### src/rtl/commit_trace_serializer_if.sv
// Sample bus from the dual-issue core and trace-record stream toward the sink.
interface commit_trace_serializer_if;
  logic        in_valid;
  logic        mem_we;
  logic [15:0] mem_addr;
  logic [31:0] mem_data;
  logic        mem_path0;
  logic [4:0]  wb0_rd;
  logic [31:0] wb0_data;
  logic [4:0]  wb1_rd;
  logic [31:0] wb1_data;
  logic        in_ready;
  logic        out_valid;
  logic        out_ready;
  logic        out_kind;
  logic [15:0] out_tag;
  logic [31:0] out_data;
  logic [15:0] out_stamp;
  logic        overflow;

  modport slave (
    input  in_valid, mem_we, mem_addr, mem_data, mem_path0,
           wb0_rd, wb0_data, wb1_rd, wb1_data, out_ready,
    output in_ready, out_valid, out_kind, out_tag, out_data, out_stamp, overflow
  );

  modport master (
    output in_valid, mem_we, mem_addr, mem_data, mem_path0,
           wb0_rd, wb0_data, wb1_rd, wb1_data, out_ready,
    input  in_ready, out_valid, out_kind, out_tag, out_data, out_stamp, overflow
  );
endinterface

### src/rtl/commit_trace_serializer.sv
// Commit-trace encoder: turns each accepted core sample into 0-3 ordered
// store/register records and streams them out of a small circular FIFO.
module commit_trace_serializer #(
  parameter int unsigned DEPTH = 8
) (
  input  logic                     clk,
  input  logic                     rst_n,
  commit_trace_serializer_if.slave bus
);

  localparam int unsigned PTR_W = $clog2(DEPTH);
  localparam int unsigned CNT_W = PTR_W + 1;
  localparam logic [CNT_W-1:0] READY_MAX = CNT_W'(DEPTH - 3);

  typedef struct packed {
    logic        kind;
    logic [15:0] tag;
    logic [31:0] data;
    logic [15:0] stamp;
  } rec_t;

  rec_t             mem_r [DEPTH];
  logic [PTR_W-1:0] wr_ptr_r;
  logic [PTR_W-1:0] rd_ptr_r;
  logic [CNT_W-1:0] count_r;
  logic [15:0]      stamp_r;
  logic             overflow_r;

  rec_t             store_rec_s;
  rec_t             r0_rec_s;
  rec_t             r1_rec_s;
  rec_t             cand_s [3];
  logic [2:0]       cand_v_s;
  logic [1:0]       pos_s [3];
  logic [PTR_W-1:0] wr_idx_s [3];
  logic [1:0]       n_rec_s;
  logic [1:0]       push_n_s;
  logic             in_ready_s;
  logic             out_valid_s;
  logic             accept_s;
  logic             drop_s;
  logic             pop_s;
  rec_t             head_s;
  logic             unused_addr_lsb_s;

  assign unused_addr_lsb_s = ^bus.mem_addr[1:0];

  // Form the candidate events and arrange them in checker order for this cycle.
  always_comb begin
    store_rec_s = '{kind: 1'b1, tag: {bus.mem_addr[15:2], 2'b00},
                    data: bus.mem_data, stamp: stamp_r};
    r0_rec_s    = '{kind: 1'b0, tag: {11'd0, bus.wb0_rd},
                    data: bus.wb0_data, stamp: stamp_r};
    r1_rec_s    = '{kind: 1'b0, tag: {11'd0, bus.wb1_rd},
                    data: bus.wb1_data, stamp: stamp_r};
    cand_s[2]   = r1_rec_s;
    cand_v_s[2] = (bus.wb1_rd != 5'd0);
    if (bus.mem_path0) begin
      cand_s[0]   = store_rec_s;
      cand_v_s[0] = bus.mem_we;
      cand_s[1]   = r0_rec_s;
      cand_v_s[1] = (bus.wb0_rd != 5'd0);
    end else begin
      cand_s[0]   = r0_rec_s;
      cand_v_s[0] = (bus.wb0_rd != 5'd0);
      cand_s[1]   = store_rec_s;
      cand_v_s[1] = bus.mem_we;
    end
  end

  // Absent events are squeezed out: each present event lands at the slot
  // equal to the number of present events ahead of it.
  assign pos_s[0]    = 2'd0;
  assign pos_s[1]    = {1'b0, cand_v_s[0]};
  assign pos_s[2]    = {1'b0, cand_v_s[0]} + {1'b0, cand_v_s[1]};
  assign n_rec_s     = pos_s[2] + {1'b0, cand_v_s[2]};
  assign wr_idx_s[0] = wr_ptr_r + PTR_W'(pos_s[0]);
  assign wr_idx_s[1] = wr_ptr_r + PTR_W'(pos_s[1]);
  assign wr_idx_s[2] = wr_ptr_r + PTR_W'(pos_s[2]);

  assign in_ready_s  = (count_r <= READY_MAX);
  assign out_valid_s = (count_r != {CNT_W{1'b0}});
  assign accept_s    = bus.in_valid && in_ready_s;
  assign drop_s      = bus.in_valid && !in_ready_s && (n_rec_s != 2'd0);
  assign push_n_s    = accept_s ? n_rec_s : 2'd0;
  assign pop_s       = out_valid_s && bus.out_ready;

  // Pointers, occupancy, cycle stamp and sticky drop flag.
  always_ff @(posedge clk) begin
    if (!rst_n) begin
      wr_ptr_r   <= {PTR_W{1'b0}};
      rd_ptr_r   <= {PTR_W{1'b0}};
      count_r    <= {CNT_W{1'b0}};
      stamp_r    <= 16'h0000;
      overflow_r <= 1'b0;
    end else begin
      stamp_r  <= stamp_r + 16'd1;
      count_r  <= count_r + CNT_W'(push_n_s) - CNT_W'(pop_s);
      wr_ptr_r <= wr_ptr_r + PTR_W'(push_n_s);
      if (pop_s) begin
        rd_ptr_r <= rd_ptr_r + PTR_W'(1'b1);
      end
      if (drop_s) begin
        overflow_r <= 1'b1;
      end
    end
  end

  // Record storage; stale contents are never visible because the head is masked.
  always_ff @(posedge clk) begin
    if (rst_n && accept_s) begin
      for (int i = 0; i < 3; i++) begin
        if (cand_v_s[i]) begin
          mem_r[wr_idx_s[i]] <= cand_s[i];
        end
      end
    end
  end

  assign head_s = out_valid_s ? mem_r[rd_ptr_r] : {$bits(rec_t){1'b0}};

  assign bus.in_ready  = in_ready_s;
  assign bus.out_valid = out_valid_s;
  assign bus.out_kind  = head_s.kind;
  assign bus.out_tag   = head_s.tag;
  assign bus.out_data  = head_s.data;
  assign bus.out_stamp = head_s.stamp;
  assign bus.overflow  = overflow_r;

endmodule
### src/flat_wrapper.sv
// flat-port wrapper written by rule: the top's interface ports become plain ports
module commit_trace_serializer_flat 
#(
  parameter int unsigned DEPTH = 8
)
  (clk, rst_n, bus_in_valid, bus_mem_we, bus_mem_addr, bus_mem_data, bus_mem_path0, bus_wb0_rd, bus_wb0_data, bus_wb1_rd, bus_wb1_data, bus_out_ready, bus_in_ready, bus_out_valid, bus_out_kind, bus_out_tag, bus_out_data, bus_out_stamp, bus_overflow);
  commit_trace_serializer_if bus_i ();
  input  logic clk;
  input  logic rst_n;
  input wire logic [$bits(bus_i.in_valid)-1:0] bus_in_valid;
  input wire logic [$bits(bus_i.mem_we)-1:0] bus_mem_we;
  input wire logic [$bits(bus_i.mem_addr)-1:0] bus_mem_addr;
  input wire logic [$bits(bus_i.mem_data)-1:0] bus_mem_data;
  input wire logic [$bits(bus_i.mem_path0)-1:0] bus_mem_path0;
  input wire logic [$bits(bus_i.wb0_rd)-1:0] bus_wb0_rd;
  input wire logic [$bits(bus_i.wb0_data)-1:0] bus_wb0_data;
  input wire logic [$bits(bus_i.wb1_rd)-1:0] bus_wb1_rd;
  input wire logic [$bits(bus_i.wb1_data)-1:0] bus_wb1_data;
  input wire logic [$bits(bus_i.out_ready)-1:0] bus_out_ready;
  output wire logic [$bits(bus_i.in_ready)-1:0] bus_in_ready;
  output wire logic [$bits(bus_i.out_valid)-1:0] bus_out_valid;
  output wire logic [$bits(bus_i.out_kind)-1:0] bus_out_kind;
  output wire logic [$bits(bus_i.out_tag)-1:0] bus_out_tag;
  output wire logic [$bits(bus_i.out_data)-1:0] bus_out_data;
  output wire logic [$bits(bus_i.out_stamp)-1:0] bus_out_stamp;
  output wire logic [$bits(bus_i.overflow)-1:0] bus_overflow;
  assign bus_i.in_valid = bus_in_valid;
  assign bus_i.mem_we = bus_mem_we;
  assign bus_i.mem_addr = bus_mem_addr;
  assign bus_i.mem_data = bus_mem_data;
  assign bus_i.mem_path0 = bus_mem_path0;
  assign bus_i.wb0_rd = bus_wb0_rd;
  assign bus_i.wb0_data = bus_wb0_data;
  assign bus_i.wb1_rd = bus_wb1_rd;
  assign bus_i.wb1_data = bus_wb1_data;
  assign bus_i.out_ready = bus_out_ready;
  assign bus_in_ready = bus_i.in_ready;
  assign bus_out_valid = bus_i.out_valid;
  assign bus_out_kind = bus_i.out_kind;
  assign bus_out_tag = bus_i.out_tag;
  assign bus_out_data = bus_i.out_data;
  assign bus_out_stamp = bus_i.out_stamp;
  assign bus_overflow = bus_i.overflow;
  commit_trace_serializer #(.DEPTH(DEPTH)) u_core (.clk(clk), .rst_n(rst_n), .bus(bus_i));
endmodule
### config.mk
export PLATFORM = sky130hd
export DESIGN_NAME = commit_trace_serializer_flat
export DESIGN_NICKNAME = d
export VERILOG_FILES = /design/src/rtl/commit_trace_serializer_if.sv /design/src/rtl/commit_trace_serializer.sv /design/src/flat_wrapper.sv
export SDC_FILE = /design/constraint.sdc
export NUM_CORES = 1
export LEC_CHECK = 0
export ABC_AREA = 1
export CELL_PAD_IN_SITES_DETAIL_PLACEMENT = 0
export CELL_PAD_IN_SITES_GLOBAL_PLACEMENT = 1
export CORE_ASPECT_RATIO = 2
export CORE_MARGIN = 1
export CORE_UTILIZATION = 37
export CTS_CLUSTER_DIAMETER = 40
export DETAILED_ROUTE_END_ITERATION = 7
export PLACE_DENSITY = 0.74
export SYNTH_ARGS = -nofsm -noshare
export SYNTH_HDL_FRONTEND = slang
export SYNTH_SLANG_ARGS = --single-unit
### constraint.sdc
create_clock -name clk -period 5.3 [get_ports clk]
set_input_delay 0.53 -clock clk [delete_from_list [all_inputs] [get_ports clk]]
set_output_delay 0.53 -clock clk [all_outputs]
set_load 0.03 [all_outputs]
* After elaboration in Yosys (flattened, before gate mapping)
Memory sizes are Yosys's and may differ from the RTL's. A register that Yosys moved wholly into a read port is not among the register bits. Cells that the tools add are included.
Operators by class: $add $sub $neg 9, mux-type cells 15, reduce and logical (&&, ||, !) cells 10, order comparisons 1
Operators with widths (count):
- $mux 130 | 1
- $mux 65 | 1
- $add 16x1->16 const B | 1
- $reduce_bool 5->1 | 2
- $mux 1 | 9
- $add 3x2->3 | 2
- $mux 3 | 2
- $logic_and 1x1->1 | 5
- $add 4x2->4 | 1
- $le 4x3->1 const B | 1
- $mux 2 | 2
- $reduce_bool 4->1 | 1
- $sub 4x1->4 | 1
- $add 3x1->3 | 1
- $add 3x1->3 const B | 1
- $add 1x1->2 | 1
- $add 2x1->2 | 1
- $reduce_bool 2->1 | 1
- $logic_not 1->1 | 1
Word-level totals: output and inout port bits 68, logic and storage cells 41, input bits 128, memories kept 1, RAM bits 520, bits in registers 27
Memory list:
- u_core.mem_r | depth 8, bits a word 65, rd ports 1, clocked after memory_dff 1, write ports 3, line commit_trace_serializer.sv:22 | rec_t mem_r [DEPTH];

* Longest topological paths before layout
Gate-level depths: netlist of run 1.
depth after elaboration 7, gate-level depth with buffers 22, gate-level depth less buffers 18

* Worst setup path before layout of run 1
OpenSTA, ideal clock, no wires.
path type input-to-reg, start point input port bus_wb0_rd[1], end point memory u_core.mem_r[0][0] (netlist name), enable pin, required time 4.536 ns, buffers on the path 3, library setup time 0.764 ns, setup slack 0.723 ns, data arrival time 3.813 ns, stages on the path 15, cells stage by stage buf_4 -> nor2_2 -> nand3_2 -> nand2_2 -> nand2_4 -> buf_6 -> buf_6 -> ha_1 -> ha_1 -> fa_1 -> inv_1 -> nand2_1 -> nor2_1 -> nand2_1 -> nand3_1
RTL lines:
- from (decl) | line flat_wrapper.sv:15 | input wire logic [$bits(bus_i.wb0_rd)-1:0] bus_wb0_rd;
- to (decl) | line commit_trace_serializer.sv:22

==> flow_summary.ini, run 1 <==
[status]
outcome = completed

[synthesis]
ys_types = 38
synth_edf_count = 424
seq_area_frac_synth = 0.517
syn-num-nets = 3819
synth_area_mm2 = 0.0295
synth-warning-count = 0
syn_area_per_cell_um2 = 8.04
ys_async_sr_fraction = 0
syn_inst = 3673
ys_ff_latch = 550
synth_top_flop_cell = edfxtp_1

[sta]
fin_setup_tns_ns = 0
fin_skew_ns = 0.0215
worstMarginPinSlew_ns = 1.16
hold_violations = 0
rsz0062_at_grt = false
slew_headroom = 0.225
finalCritPeriodShare = 0.780
period_minus_slack_ns = 4.14
setup_ws_ns = 1.16
clock.fmax_mhz = 242
setup_viol = 0
slew_viol_final = 0

[clocking]
cts.sinks = 550
postCtsSetupRepairBufs = 0
cts_buffers = 55
clock_latency_ns = 0.62
clockRootBuffer = clkbuf_16
path_clk_slew_ns = 0.06
cts_hold_buffers = 0
clockBufferDepth = 3
htree_levels = 2
cts_tree = yes
cts_resized = 0

[critical_path]
worstPathRequired_ns = 5.65
cp_data_arrival_time_ns = 4.48
critPathMaxFanout = 18
cp-end-kind = register
start_kind = primary input
path_cells = clkdlybuf4s50_1, nor2_1, nand3_2, nand2_1, nand2_2, ha_1, ha_1, fa_1, inv_1, nand2_1, nor2_1, nand2_4, inv_1, nor2_4, clkinv_2, buf_12
critPathSlowestCell = fa_1
critical_path_class = in2reg
slowest_delay_ns = 0.58

[floorplan]
die_area_mm2 = 0.0810
row_count = 146
die_w_um = 202
initial_core_util = 0.373
ios = 196
coreArea_mm2 = 0.0791
dieHeight_um = 401

[drt]
drt_iter0_drc = 2336
via_per_inst = 5.49
drt_pass1_iterations = 6
vias = 26218
drc_errors = 0
wl_per_cell_um = 21.5
routed_wirelength_mm = 103
ant_nets = 0

[power_and_ir_drop]
p_leak_nw = 13.6
vdd_drop_max_uv = 310
power.density_mw_per_mm2 = 465

[finish]
drive_gt1_frac = 0.0584
final_cell_mix = nand2_1, o21ai_0, nor2_1
diodes = 0
syn_to_final_growth_pct = 15.6
layout.nets = 3842
mostFrequentLayoutCell = nand2_1

[global_route]
grt_max_degree = 142
grt_remaining_overflow = 0
antenna_found_initial = 2
grt_first_pass_wirelength_mm = 153
grt_pass1_vias = 24703
grt_usage = 0.250

[placement]
place_congestion = 0.827
port_buffers = 193
post-place-ws_ns = 0.551
hpwlAfterDp_mm = 60.1

[hold_path]
hold_class = reg2reg

[flow_run]
cap_violations = 0
-- area by class of cell --
class,count,area [µm²]
Clock buffer,68,1520
Timing Repair Buffer,254,2630
Fill cell,7856,45000
Inverter,149,574
Multi-Input combinational cell,2686,12500
Sequential cell,550,15300
Tap cell,1036,1300
Clock inverter,29,354
-- path summary, 6_finish.rpt --
check	end	from	slack (ns)	cells past startpoint
worst max register to register	u_core.mem_r[4][47]$_DFFE_PP_	u_core.count_r[3]$_SDFF_PN0_	1.97	10
worst max-delay path	u_core.mem_r[1][13]$_DFFE_PP_	bus_wb0_rd[2]	1.16	16
worst min-delay path	u_core.mem_r[3][64]$_SDFFE_PP0P_	u_core.mem_r[3][64]$_SDFFE_PP0P_	0.45	2
worst min register to register	u_core.mem_r[3][64]$_SDFFE_PP0P_	u_core.mem_r[3][64]$_SDFFE_PP0P_	0.45	2
-- worst max-delay path: cells and delay by family --
| kind | cells | cell delay [ns] |
|---|---|---|
| buffers and inverters | 5 | 1.67 |
| AND/OR/NAND/NOR | 8 | 1.11 |
| adder cells (fa/ha/maj) | 3 | 1.12 |
-- power by group --
part	leakage (nW)	internal (mW)	switching (mW)	total [mW]
clock network	0.906	2.34	1.78	4.12
registers	4.92	5.40	0.249	5.65
logic	7.76	1.96	4.14	6.10
total	13.6	9.70	6.17	15.9
-- layer usage --
layer | vias to the layer above | part of all wire | global-route usage
li1 | 12635 | - | -
met1 | 12368 | 0.40 | 0.305
met2 | 986 | 0.50 | 0.448
met3 | 225 | 0.057 | 0.0229
met4 | 4 | 0.039 | 0.101
met5 | - | 0.00022 | 0
-- synthesized netlist by cell type (3+ instances only) --
cell	n	area share
a21oi_1	26	0.0044
nor3_1	13	0.0022
nand3_1	87	0.015
nand3_4	5	0.0030
dfxtp_1	126	0.085
fa_1	4	0.0027
nand2_2	6	0.0013
a21boi_2	3	0.0011
nand2_1	922	0.12
nand4_1	19	0.0040
clkbuf_1	142	0.018
nor2_4	4	0.0015
buf_4	7	0.0018
o22ai_1	144	0.031
nand3_2	13	0.0044
inv_2	9	0.0011
nor2_2	4	0.00085
inv_1	138	0.018
buf_2	99	0.017
buf_6	11	0.0042
ha_1	14	0.0059
o21ai_1	159	0.027
o21ai_0	826	0.14
buf_1	26	0.0033
nor2_1	425	0.054
edfxtp_1	424	0.43
-- sequential cells by signal (all words and copies together) (netlist names), named ones only --
signal,count
u_core.bus.overflow,1
u_core.count_r,4
u_core.mem_r,520
u_core.rd_ptr_r,3
u_core.stamp_r,16
u_core.wr_ptr_r,3
-- stage by stage --
step / cells / utilization / hold slack, ns / instance area [µm²] / power (mW)
final: 4772 / 0.431 / 0.449 / 34100 / 15.9
after global routing: 4772 / 0.431 / 0.463 / 34100 / 16.7
after CTS: 4772 / 0.431 / 0.450 / 34100 / 16.0
after detailed placement: 4675 / 0.408 / 0.435 / 32200 / 11.8
after global placement: 4675 / 0.408 / 0.432 / 32200 / 11.8
after floorplan: 3673 / - / 0.421 / 29500 / 9.42
-- kinds of logic (layout without fill, tap and decap cells) --
kind of cell	count (synthesis)	in the layout	synth area share
AND/OR/NAND/NOR	1502	1502	0.205
AO/OA/AOI/OAI	1163	1163	0.204
flip-flops	550	550	0.517
buffers and inverters	437	500	0.0646
adder cells (fa/ha/maj)	18	18	0.00865
XOR/XNOR	3	3	0.000890
No activity file was read; power rests on OpenSTA's default activity.
==> run 2, diff against run 1 <==
clock period = 3.93 ns   (was 5.3 ns; I/O delays follow)
==> flow_summary.ini, run 2 (same netlist as run 1, synthesis figures left out) <==
[finish]
largest_reg_flops = 520
final_cell_mix = nand2_1, o21ai_0, nor2_1, edfxtp_1, clkdlybuf4s50_1
mostFrequentLayoutCell = nand2_1
diodes = 0
drive_gt1_frac = 0.0730
layout.nets = 3910
final_util = 0.442
final_area_mm2 = 0.0350
syn_to_final_growth_pct = 18.4

[power_and_ir_drop]
vdd_drop_max_uv = 294
p_leak_nw = 14.0
power.density_mw_per_mm2 = 609

[placement]
port_buffers = 193
dpl_cell_area_mm2 = 0.0333
hpwlAfterDp_mm = 66.3
place_congestion = 0.844

[sta]
rsz0062_at_grt = false
fin_skew_ns = 0.0173
holdWs_ns = 0.446
worstMarginPinSlew_ns = 0.902
slew_headroom = 0.399
slew_viol_final = 0
setup_viol = 0
fin_setup_tns_ns = 0
clock.fmax_mhz = 262
hold_violations = 0
finalCritPeriodShare = 0.971
period_minus_slack_ns = 3.81

[critical_path]
r2r_cells = 13
start_kind = register
critical_path_class = reg2out
cp_data_arrival_time_ns = 3.42
cp-end-kind = output pin
critPathMaxFanout = 81
worstPathRequired_ns = 3.54

[floorplan]
initial_core_util = 0.373
ios = 196
coreArea_mm2 = 0.0791
die_w_um = 202
die_area_mm2 = 0.0810
dieHeight_um = 401
row_count = 146

[drt]
ant_nets = 0
via_per_inst = 5.50
drc_errors = 0
wl_per_cell_um = 21.5
drt_pass1_iterations = 7
routed_wirelength_mm = 104
drt_iter0_drc = 1903
vias = 26630

[global_route]
grt_pass1_vias = 25447
grt_remaining_overflow = 0
antenna_found_initial = 1
grt_max_degree = 84
grt_usage = 0.253
grt_first_pass_wirelength_mm = 155

[clocking]
cts_hold_buffers = 0
cts.sinks = 550
htree_levels = 2
cts_resized = 0
cts_buffers = 53
path_clk_slew_ns = 0.07
clockRootBuffer = clkbuf_16
clockBufferDepth = 3
cts_tree = yes
postCtsSetupRepairBufs = 0
clock_latency_ns = 0.62

[flow_run]
cap_violations = 0

[hold_path]
holdPathStages = 2
hold_class = reg2reg

[status]
outcome = completed
-- run 2: cell count changes in the layout (fill, tap and decap cells not counted), sizes merged --
cell      delta
buf         +70
clkinvlp     +4
bufinv       -3
clkbuf       -3
clkinv       +3
-- run 2: power breakdown --
part | switching, mW | total, mW | internal, mW
sequential | 0.396 | 7.68 | 7.28
combinational | 5.58 | 8.49 | 2.91
clock | 2.39 | 5.11 | 2.72
-- run 2: area by class of cell --
type                            count  area [µm²]
Fill cell                        7803       44100
Tap cell                         1036        1300
Clock inverter                     33         304
Multi-Input combinational cell   2686       12500
Clock buffer                       65        1370
Timing Repair Buffer              324        3670
Inverter                          149         582
Sequential cell                   550       15300
-- run 2: layer usage --
layer	wire, µm	up-vias	global-route usage	part of all wire
met5	12	-	0	0.00012
met2	53400	962	0.464	0.51
met1	40700	12649	0.296	0.39
met3	5790	221	0.0248	0.056
met4	4200	2	0.109	0.040
li1	-	12796	-	-
-- run 2: path summary, 6_finish.rpt --
| check | startpoint | end | slack, ns |
|---|---|---|---|
| worst max-delay path | register | bus_out_data[2] | 0.12 |
| worst min-delay path | u_core.mem_r[1][62]$_SDFFE_PP0P_ | u_core.mem_r[1][62]$_SDFFE_PP0P_ | 0.45 |
| worst min register to register | u_core.mem_r[1][62]$_SDFFE_PP0P_ | u_core.mem_r[1][62]$_SDFFE_PP0P_ | 0.45 |
| worst max register to register | u_core.count_r[2]$_SDFF_PN0_ | u_core.count_r[2]$_SDFF_PN0_ | 0.89 |
-- run 2: per-stage QoR --
| stage | instances | power [mW] | setup WS, ns |
|---|---|---|---|
| global placement | 4745 | 16.3 | 0.0508 |
| CTS | 4843 | 21.4 | 0.0575 |
| floorplan | 3673 | 12.7 | 0.00976 |
| finish | 4843 | 21.3 | 0.115 |
| global route | 4843 | 22.3 | 0.00312 |
| detailed placement | 4745 | 16.3 | 0.0443 |
-- run 2: critical path, cell delays in order, from the launching register on --
cell and delay (ns):
dfxtp_4 0.45, inv_6 0.56, buf_4 0.37, nor2_1 0.08, o22ai_1 0.18, nor2_1 0.06
nor2_1 0.31, clkdlybuf4s50_1 0.74
